**config.mk**
```make
export PLATFORM = sky130hd
export DESIGN_NAME = regfile_wb_arbiter
export DESIGN_NICKNAME = d
export VERILOG_FILES = /design/src/rtl/regfile_wb_arbiter.sv
export SDC_FILE = /design/constraint.sdc
export NUM_CORES = 1
export LEC_CHECK = 0
export CORE_ASPECT_RATIO = 0.5
export CORE_MARGIN = 8
export CORE_UTILIZATION = 33
export CTS_BUF_LIST = sky130_fd_sc_hd__clkbuf_4 sky130_fd_sc_hd__clkbuf_8
export DETAILED_ROUTE_END_ITERATION = 8
export GPL_ROUTABILITY_DRIVEN = 0
export PLACE_DENSITY_LB_ADDON = 0.25
export SKIP_CTS_REPAIR_TIMING = 1
export SLEW_MARGIN = 40
export SYNTH_ARGS = -nofsm -noshare
export SYNTH_HDL_FRONTEND = slang
export SYNTH_SLANG_ARGS = --single-unit
```
**constraint.sdc**
```tcl
create_clock -name clk -period 1.4 [get_ports clk]
set_input_delay 0.42 -clock clk [delete_from_list [all_inputs] [get_ports clk]]
set_output_delay 0.42 -clock clk [all_outputs]
set_load 0.02 [all_outputs]
```
**src/rtl/regfile_wb_arbiter.sv**
```systemverilog
// Round-robin arbiter sharing the register-file write port between
// ALU and load writeback, with a registered write slot and read forwarding.
module regfile_wb_arbiter #(
  parameter int DATA_W   = 32,
  parameter int ADDR_W   = 5,
  parameter int X0_GUARD = 1
) (
  input  logic              clk,
  input  logic              reset,
  input  logic              hold,
  input  logic              req0_valid,
  output logic              req0_ready,
  input  logic [ADDR_W-1:0] req0_rd,
  input  logic [DATA_W-1:0] req0_data,
  input  logic              req1_valid,
  output logic              req1_ready,
  input  logic [ADDR_W-1:0] req1_rd,
  input  logic [DATA_W-1:0] req1_data,
  output logic [ADDR_W-1:0] rd,
  output logic [DATA_W-1:0] writeData,
  output logic              regWrite,
  input  logic [ADDR_W-1:0] rs1,
  input  logic [ADDR_W-1:0] rs2,
  output logic              fwd1_hit,
  output logic              fwd2_hit,
  output logic [DATA_W-1:0] fwd_data,
  output logic              last_grant
);

  logic              prio;
  logic              grant0;
  logic              grant1;
  logic              granted;
  logic [ADDR_W-1:0] g_rd;
  logic [DATA_W-1:0] g_data;
  logic              g_wen;

  // prio only breaks ties; a lone requester always wins
  always_comb begin
    grant0 = !reset && !hold && req0_valid
           && (!req1_valid || !prio);
    grant1 = !reset && !hold && req1_valid
           && (!req0_valid || prio);
    granted = grant0 || grant1;
    g_rd    = grant1 ? req1_rd : req0_rd;
    g_data  = grant1 ? req1_data : req0_data;
    g_wen   = !((X0_GUARD != 0) && (g_rd == '0));
  end

  assign req0_ready = grant0;
  assign req1_ready = grant1;

  always_ff @(posedge clk or posedge reset) begin
    if (reset) begin
      rd         <= '0;
      writeData  <= '0;
      regWrite   <= 1'b0;
      prio       <= 1'b0;
      last_grant <= 1'b0;
    end else if (granted) begin
      rd         <= g_rd;
      writeData  <= g_data;
      regWrite   <= g_wen;
      prio       <= ~grant1;
      last_grant <= grant1;
    end else begin
      regWrite   <= 1'b0;
    end
  end

  assign fwd1_hit = regWrite && (rs1 == rd);
  assign fwd2_hit = regWrite && (rs2 == rd);
  assign fwd_data = writeData;

endmodule

```
==> results.yml, run 1 <==
sta:
  hold_viol: 0
  finalSetupViolations: 4
  fin_skew_ps: 3.50
  fin_crit_sh: 1.43
  slew_headroom: 0.744
  slew_violations: 0
  fin_ws_ps: -604
  tightestPinTransition_ps: 384
  fin_crit_ps: 2000
  fmax_mhz: 499
  rsz0062_at_grt: "yes"
  fin_setup_tns_ps: -1360
status:
  violations: "setup timing"
  status: "complete, but fails checks"
global_route:
  use_met2: 0.320
  grt_util_met3: 0.0487
  grt_pass1_wl_um: 13600
  grt_pass1_vias: 2607
  busiest_layer: "met2"
  antenna_found_initial: 1
  grt-ovfl-total: 0
  grt_start_max_net_pins: 39
  grt_use_total: 0.168
  use_met1: 0.177
cells_and_area:
  area_growth_pct: 82.8
  drive_gt1_frac: 0.175
  seqCellArea_mm2: 0.00101
  final_cells: 476
  final_nets: 470
  multiInputGateArea_um2: 923
  fillers: 542
  stdcell_area_mm2: 0.00426
cts:
  clock_latency_ps: 290
  h-tree-depth: 2
  cts_tree: "done"
  clkSinkCount: 40
  cts.clk_slew.worst_paths_ps: 80
  cts_buffer_depth: 2
  clockRootBuffer: "clkbuf_8"
  cts_buffers: 5
die:
  die_w_um: 135
  ioPinCount: 164
  dieArea_mm2: 0.0102
  rows: 21
  initial_core_util: 0.345
  die_h_um: 75.4
  coreArea_mm2: 0.00675
power:
  finalPower_w: 0.00471
  power-per-cell-area_mw_per_mm2: 1110
  p_leak_nw: 2.56
  max-vdd-ir-drop_mv: 0.468
yosys:
  synth.distinct_cells: 28
  netlist_instances: 239
  ys.warnings.count: 0
  ys_seq_area_frac: 0.429
  synth_area_mm2: 0.00233
  synth_seq_cells: 40
  syn_nets: 328
  avgSynthCellArea_um2: 9.76
worst_hold_path:
  min_path_type: "primary input to async pin"
place:
  place_area_mm2: 0.00395
  dp_slack_ps: -1160
  numPortBuffers: 163
  placed_cells: 466
  dpl.hpwl_um: 6700
drt:
  wl_um: 9130
  ant_nets: 0
  wire_per_inst_um: 19.2
  first_iter_violations: 96
  drtPass1Iterations: 4
  vias: 2422
  vias_per_cell: 5.09
  drc: 0
setup_path:
  crit_type: "flip-flop to output pin"
  path_cells: "xor2_1 -> nor4_1 -> and3_2 -> buf_6"
  startpoint_type: "flip-flop"
  cp.required_ps: 980
  worstPathMaxFanout: 4
  end_kind: "output pin"
  slowest_delay_ps: 440
  cpMaxStageDelayCell: "dfrtp_2"
  cp.arrival_ps: 1580
  rr_worst_depth: 4
job:
  cap_viol_max_count: 0
## critical path: cells and delay by family, from the launching register on
kind | cells | cell delay, ps
DFF | 1 | 440
buffers and inverters | 1 | 110
and+or+nand+nor | 2 | 580
xor gates and xnor gates | 1 | 160
## routing by layer
metal  part of all wire  up-vias
met1               0.39     1193
met2               0.55       85
met5                  0        -
met3              0.049       17
li1                   -     1127
met4              0.020        0
## synth_stat cells (all sizes together)
cell / number / share of area
and2: 1 / 0.0038
inv: 22 / 0.035
nand3: 20 / 0.043
nor3b: 1 / 0.0054
a211oi: 2 / 0.0064
nor2: 3 / 0.0059
nand2b: 1 / 0.0027
clkbuf: 8 / 0.013
a21oi: 1 / 0.0021
or2: 1 / 0.0027
xor2: 8 / 0.030
a221o: 17 / 0.073
or4: 2 / 0.0064
a31oi: 1 / 0.0027
buf: 44 / 0.15
dfrtp: 40 / 0.43
xnor2: 2 / 0.0075
and3: 20 / 0.054
o21bai: 1 / 0.0032
o21ai: 21 / 0.047
nor4: 2 / 0.0054
nand2: 1 / 0.0016
o311ai: 20 / 0.075
## power by group
| part | switching (W) | internal (W) |
|---|---|---|
| combinational | 0.00105 | 0.00107 |
| clock | 0.000408 | 0.000629 |
| sequential | 0.000179 | 0.00138 |
## logic make-up after synthesis
kind of cell	after synthesis	share of synthesized area
buf+inv	74	0.194
simple gates	52	0.130
flops	40	0.429
xor+xnor	10	0.0376
compound gates	63	0.209
## placed cells by master (no fill, tap or decap), types with 2 or more instances in the layout
cell             instances
buf_6                   11
and3_1                  17
a211oi_2                 2
or4_1                    2
clkdlybuf4s50_1         71
nor4_1                   2
xor2_1                   8
and3_2                   2
nor2_1                   2
dfrtp_1                 35
xnor2_1                  2
clkbuf_2                12
nand3_1                 20
o21ai_0                 20
dfrtp_2                  5
clkbuf_8                 7
inv_1                   21
buf_12                   3
a221o_1                 17
dlymetal6s2s_1          73
diode_2                  2
o311ai_1                19
buf_4                   16
## flip-flops by register name, summed over array words and instances, names as in the netlist
name	cells
last_grant	1
regWrite	1
fwd_data	32
prio	1
rd	5
## final timing paths
check / from / slack [ps] / endpoint
min in group clk: req1_rd[0] / 430 / rd[0]
worst max-delay path: rd[2] / -600 / fwd1_hit
worst min register to register: fwd_data[21] / 540 / fwd_data[21]
max in group asynchronous: reset / 970 / rd[3]
worst min-delay path: reset / 210 / fwd_data[6]
worst max register to register: prio / 70 / fwd_data[23]
## stage by stage
step | util | hold slack, ps
after floorplan | - | 463
after global placement | 0.585 | 515
after detailed placement | 0.585 | 532
after CTS | 0.603 | 552
after global routing | 0.631 | 221
final | 0.631 | 214
## layout make-up
| cell class | instances | area share |
|---|---|---|
| clock buffers | 7 | 0.0226 |
| clock inverters | 1 | 0.00704 |
| diodes | 2 | 0.00117 |
| flip-flops and latches | 40 | 0.236 |
| inverters | 22 | 0.0194 |
| well taps | 92 | 0.0270 |
| repair buffers | 187 | 0.470 |
| multi-input cells | 125 | 0.217 |
(Power assumes the default switching activity.)
==> inputs of run 2 (changes only) <==
CORE_MARGIN = 3   (was 8)
MAX_ROUTING_LAYER = met4   (was unset)
==> run 2 against run 1 <==
Against the previous run: the flow still finishes with violations (setup timing); register-to-register slack got worse by 30 ps; non-clock buffer count rose by 2; hold slack better by 110 ps; core utilization rose by 3.4 points; clock skew up 3.3 ps; critical path depth is the same; largest cell class unchanged.
==> results.yml, run 2 (same netlist as run 1, synthesis figures left out) <==
cells_and_area:
  stdcell_area_mm2: 0.00428
  largest_reg_flops: 32
  final_common_cell: "dlymetal6s2s_1"
  drive_gt1_frac: 0.164
  fillers: 494
  area_growth_pct: 83.6
  num_antenna_cells: 0
  layout_common_cells: "dlymetal6s2s_1 (78), clkdlybuf4s50_1 (72), dfrtp_1 (35)"
  final_nets: 472
  utilization: 0.666
cts:
  clkSinkCount: 40
  cts.clk_slew.worst_paths_ps: 80
  cts_buffers: 5
  clock_latency_ps: 290
  h-tree-depth: 2
  clockRootBuffer: "clkbuf_8"
  cts_tree: "done"
  cts_buffer_depth: 2
global_route:
  grt_pass1_vias: 2443
  antenna_found_initial: 0
  grt_start_max_net_pins: 39
  grt_pass1_wl_um: 12000
  grt-ovfl-total: 0
  grt_use_total: 0.185
status:
  status: "complete, but fails checks"
  violations: "setup timing"
setup_path:
  crit_type: "flip-flop to output pin"
  r2r_slack_ps: 40
  worstReg2RegStart: "prio"
  startpoint_type: "flip-flop"
  end_kind: "output pin"
  cp.required_ps: 980
  endpoint: "fwd1_hit"
  path_cells: "xor2_1 -> nor4_1 -> and3_2 -> buf_6"
  slowest_delay_ps: 450
  cpMaxStageDelayCell: "dfrtp_2"
  rr_endpoint: "fwd_data[21]"
  rr_worst_depth: 4
  crit_start: "rd[1]"
  cp.arrival_ps: 1530
  worstPathMaxFanout: 3
sta:
  fin_crit_ps: 1950
  finalSetupViolations: 5
  tightestPinTransition_ps: 404
  fin_crit_sh: 1.39
  hold_viol: 0
  slew_violations: 0
  fmax_mhz: 513
  fin_skew_ps: 6.75
  rsz0062_at_grt: "yes"
  slew_headroom: 0.731
  fin_ws_ps: -548
  fin_setup_tns_ps: -1430
drt:
  vias_per_cell: 5.02
  vias: 2370
  first_iter_violations: 128
  drtPass1Iterations: 4
  ant_nets: 0
  wire_per_inst_um: 17.0
  drc: 0
  wl_um: 8020
job:
  cap_viol_max_count: 0
power:
  finalPower_w: 0.00446
  power-per-cell-area_mw_per_mm2: 1040
  p_leak_nw: 2.61
  max-vdd-ir-drop_mv: 0.545
die:
  rows: 20
  coreArea_mm2: 0.00643
  initial_core_util: 0.363
  die_h_um: 65.4
  dieArea_mm2: 0.00817
  ioPinCount: 164
  die_w_um: 125
place:
  place_area_mm2: 0.00396
  numPortBuffers: 163
  dpl.hpwl_um: 5760
worst_hold_path:
  min_path_type: "primary input to async pin"
run 2: cell count changes in the layout (fill, tap and decap cells not counted), sizes merged, moves of 2 or more:
| cell | before | now |
|---|---|---|
| dlymetal6s2s | 73 | 78 |
| diode | 2 | 0 |
| clkbuf | 19 | 11 |
| buf | 31 | 34 |
run 2: how the worst min path moves through the flow:
stage | end | slack (ps) | cells past startpoint
4_1_cts | last_grant | 550 | 2
3_3_place_gp | last_grant | 520 | 2
6_report | rd[4] | 330 | 4
5_1_grt | prio | 330 | 4
2_1_floorplan | prio | 460 | 1
3_5_place_dp | fwd_data[8] | 530 | 1
run 2: per-stage QoR:
stage	setup slack [ps]	hold slack, ps	cells
floorplan	-120	463	239
global placement	-1060	517	463
detailed placement	-1130	529	463
CTS	-1130	546	471
global route	-612	329	472
finish	-548	326	472
run 2: area by class of cell:
| type | count | area [um2] | share of cell area |
|---|---|---|---|
| Sequential cell | 40 | 1010 | 0.235 |
| Clock buffer | 6 | 76.3 | 0.0178 |
| Timing Repair Buffer | 189 | 2080 | 0.485 |
| Clock inverter | 2 | 12.5 | 0.00292 |
| Inverter | 22 | 82.6 | 0.0193 |
| Tap cell | 88 | 110 | 0.0257 |
| Multi-Input combinational cell | 125 | 917 | 0.214 |
run 2: layer usage:
metal,vias to the layer above,global-route usage,wire (um)
li1,1132,-,-
met1,1145,0.208,3230
met2,89,0.350,4330
met3,4,0.0333,397
met4,0,0.0405,58
met5,-,-,0
run 2: report_power, final:
group / total, W / internal, W / leakage (nW) / switching (W)
sequential: 0.00156 / 0.00138 / 0.481 / 0.000173
combinational: 0.00214 / 0.00111 / 2.08 / 0.00103
clock: 0.000770 / 0.000368 / 0.0446 / 0.000402
run 2: critical path: cells and delay by family (launching register included):
kind / cells / cell delay [ps]
buf+inv: 1 / 110
xor+xnor: 1 / 150
flops: 1 / 450
simple gates: 2 / 520
==> inputs of run 3 (changes only) <==
--- a/config.mk
+++ b/config.mk
@@ -9,4 +9,5 @@
 export CORE_MARGIN = 3
-export CORE_UTILIZATION = 33
+export CORE_UTILIZATION = 30
 export CTS_BUF_LIST = sky130_fd_sc_hd__clkbuf_4 sky130_fd_sc_hd__clkbuf_8
+export CTS_CLUSTER_DIAMETER = 80
 export DETAILED_ROUTE_END_ITERATION = 8
==> constraint.sdc (replaced) <==
create_clock -name clk -period 1.4 [get_ports clk]
set_input_delay 0.14 -clock clk [delete_from_list [all_inputs] [get_ports clk]]
set_output_delay 0.14 -clock clk [all_outputs]
set_load 0.02 [all_outputs]
==> run 3 against run 2 <==
Against the previous run: the flow still finishes with violations (setup timing); sequential power hardly changed; die area up 9.3%; sequential cell count unchanged; clock skew shrank 2.1 ps; largest power group unchanged; non-clock buffer count is 2 higher; combinational power is 10% higher.
==> results.yml, run 3 (same netlist as run 1, synthesis figures left out) <==
status:
  status: "complete, but fails checks"
  violations: "setup timing"
cells_and_area:
  num_antenna_cells: 0
  layout_common_cells: "clkdlybuf4s50_1 (86), dlymetal6s2s_1 (73), dfrtp_1 (39)"
  final_common_cell: "clkdlybuf4s50_1"
  largest_reg_flops: 32
  final_nets: 474
  area_growth_pct: 98.6
  final_cells: 482
  drive_gt1_frac: 0.231
  utilization: 0.623
cts:
  clkSinkCount: 40
  cts.clk_slew.worst_paths_ps: 80
  cts_buffer_depth: 2
  clockRootBuffer: "clkbuf_8"
  clock_latency_ps: 290
  cts_buffers: 5
  h-tree-depth: 2
  cts_tree: "done"
setup_path:
  startpoint_type: "flip-flop"
  worstPathMaxFanout: 3
  end_kind: "output pin"
  cp.arrival_ps: 1490
  cp.required_ps: 1260
  rr_worst_depth: 5
  crit_type: "flip-flop to output pin"
  r2r_slack_ps: 0
sta:
  fmax_mhz: 612
  rsz0062_at_grt: "yes"
  fin_ws_ps: -233
  tightestPinTransition_ps: 374
  slew_violations: 0
  fin_crit_sh: 1.17
  fin_crit_ps: 1630
  slew_headroom: 0.750
  hold_viol: 0
  fin_skew_ps: 4.60
  finalSetupViolations: 3
power:
  power-per-cell-area_mw_per_mm2: 1050
  p_leak_nw: 2.63
  max-vdd-ir-drop_mv: 0.420
drt:
  ant_nets: 0
  wl_um: 8580
  drtPass1Iterations: 4
  wire_per_inst_um: 17.8
  vias_per_cell: 5.10
  vias: 2457
  drc: 0
  first_iter_violations: 88
die:
  die_h_um: 68.3
  die_w_um: 131
  ioPinCount: 164
  dieArea_mm2: 0.00893
  initial_core_util: 0.314
  coreArea_mm2: 0.00743
  rows: 22
global_route:
  grt-ovfl-total: 0
  grt_start_max_net_pins: 39
  antenna_found_initial: 0
  grt_use_total: 0.174
  grt_pass1_vias: 2381
  grt_pass1_wl_um: 11900
worst_hold_path:
  min_path_type: "primary input to async pin"
place:
  placed_cells: 469
  dpl.hpwl_um: 5810
  numPortBuffers: 163
job:
  cap_viol_max_count: 0
==> run 3: area by class of cell <==
class	count	area (um2)
sequential	40	1000
tap	96	120
clock inverter	2	35.0
multi-input combinational	125	1170
fill	602	2800
clock buffer	6	76.3
timing repair buffer	191	2140
inverter	22	82.6
==> run 3: through the flow <==
step / setup slack (ps) / instance area (um2) / hold WS (ps) / power [W] / TNS [ps]
6_report: -233 / 4630 / 110 / 0.00488 / -477
5_1_grt: -311 / 4630 / 134 / 0.00514 / -1780
4_1_cts: -777 / 4050 / 433 / 0.00476 / -6300
3_5_place_dp: -545 / 3940 / 523 / 0.00378 / -14130
3_3_place_gp: -499 / 3940 / 517 / 0.00374 / -13170
2_1_floorplan: 82.4 / 2330 / 244 / 0.00274 / 0
==> run 3: critical path, stage by stage, from the launching register on <==
cell,delay (ps)
dfrtp_1,430
xor2_1,170
nor4_2,280
and3_1,210
buf_6,120
==> run 3: power breakdown <==
part / total, W / switching [W] / leakage, nW / internal, W
Combinational: 0.00236 / 0.00111 / 2.09 / 0.00126
Clock: 0.000967 / 0.000417 / 0.0586 / 0.000549
Sequential: 0.00155 / 0.000170 / 0.486 / 0.00138
==> run 3: worst paths after layout <==
kind                                  from          end
worst max-delay path                 rd[1]     fwd1_hit
worst min-delay path                 reset         prio
worst max register to register        prio  fwd_data[7]
worst min register to register  last_grant   last_grant
max in group asynchronous            reset        rd[4]
min in group clk                     reset         prio
==> run 3: routing by layer <==
layer / track usage / wire, um / up-vias
met5: - / 0 / -
met3: 0.0273 / 385 / 8
li1: - / - / 1134
met2: 0.324 / 4760 / 68
met4: 0.0372 / 66 / 0
met1: 0.202 / 3360 / 1247
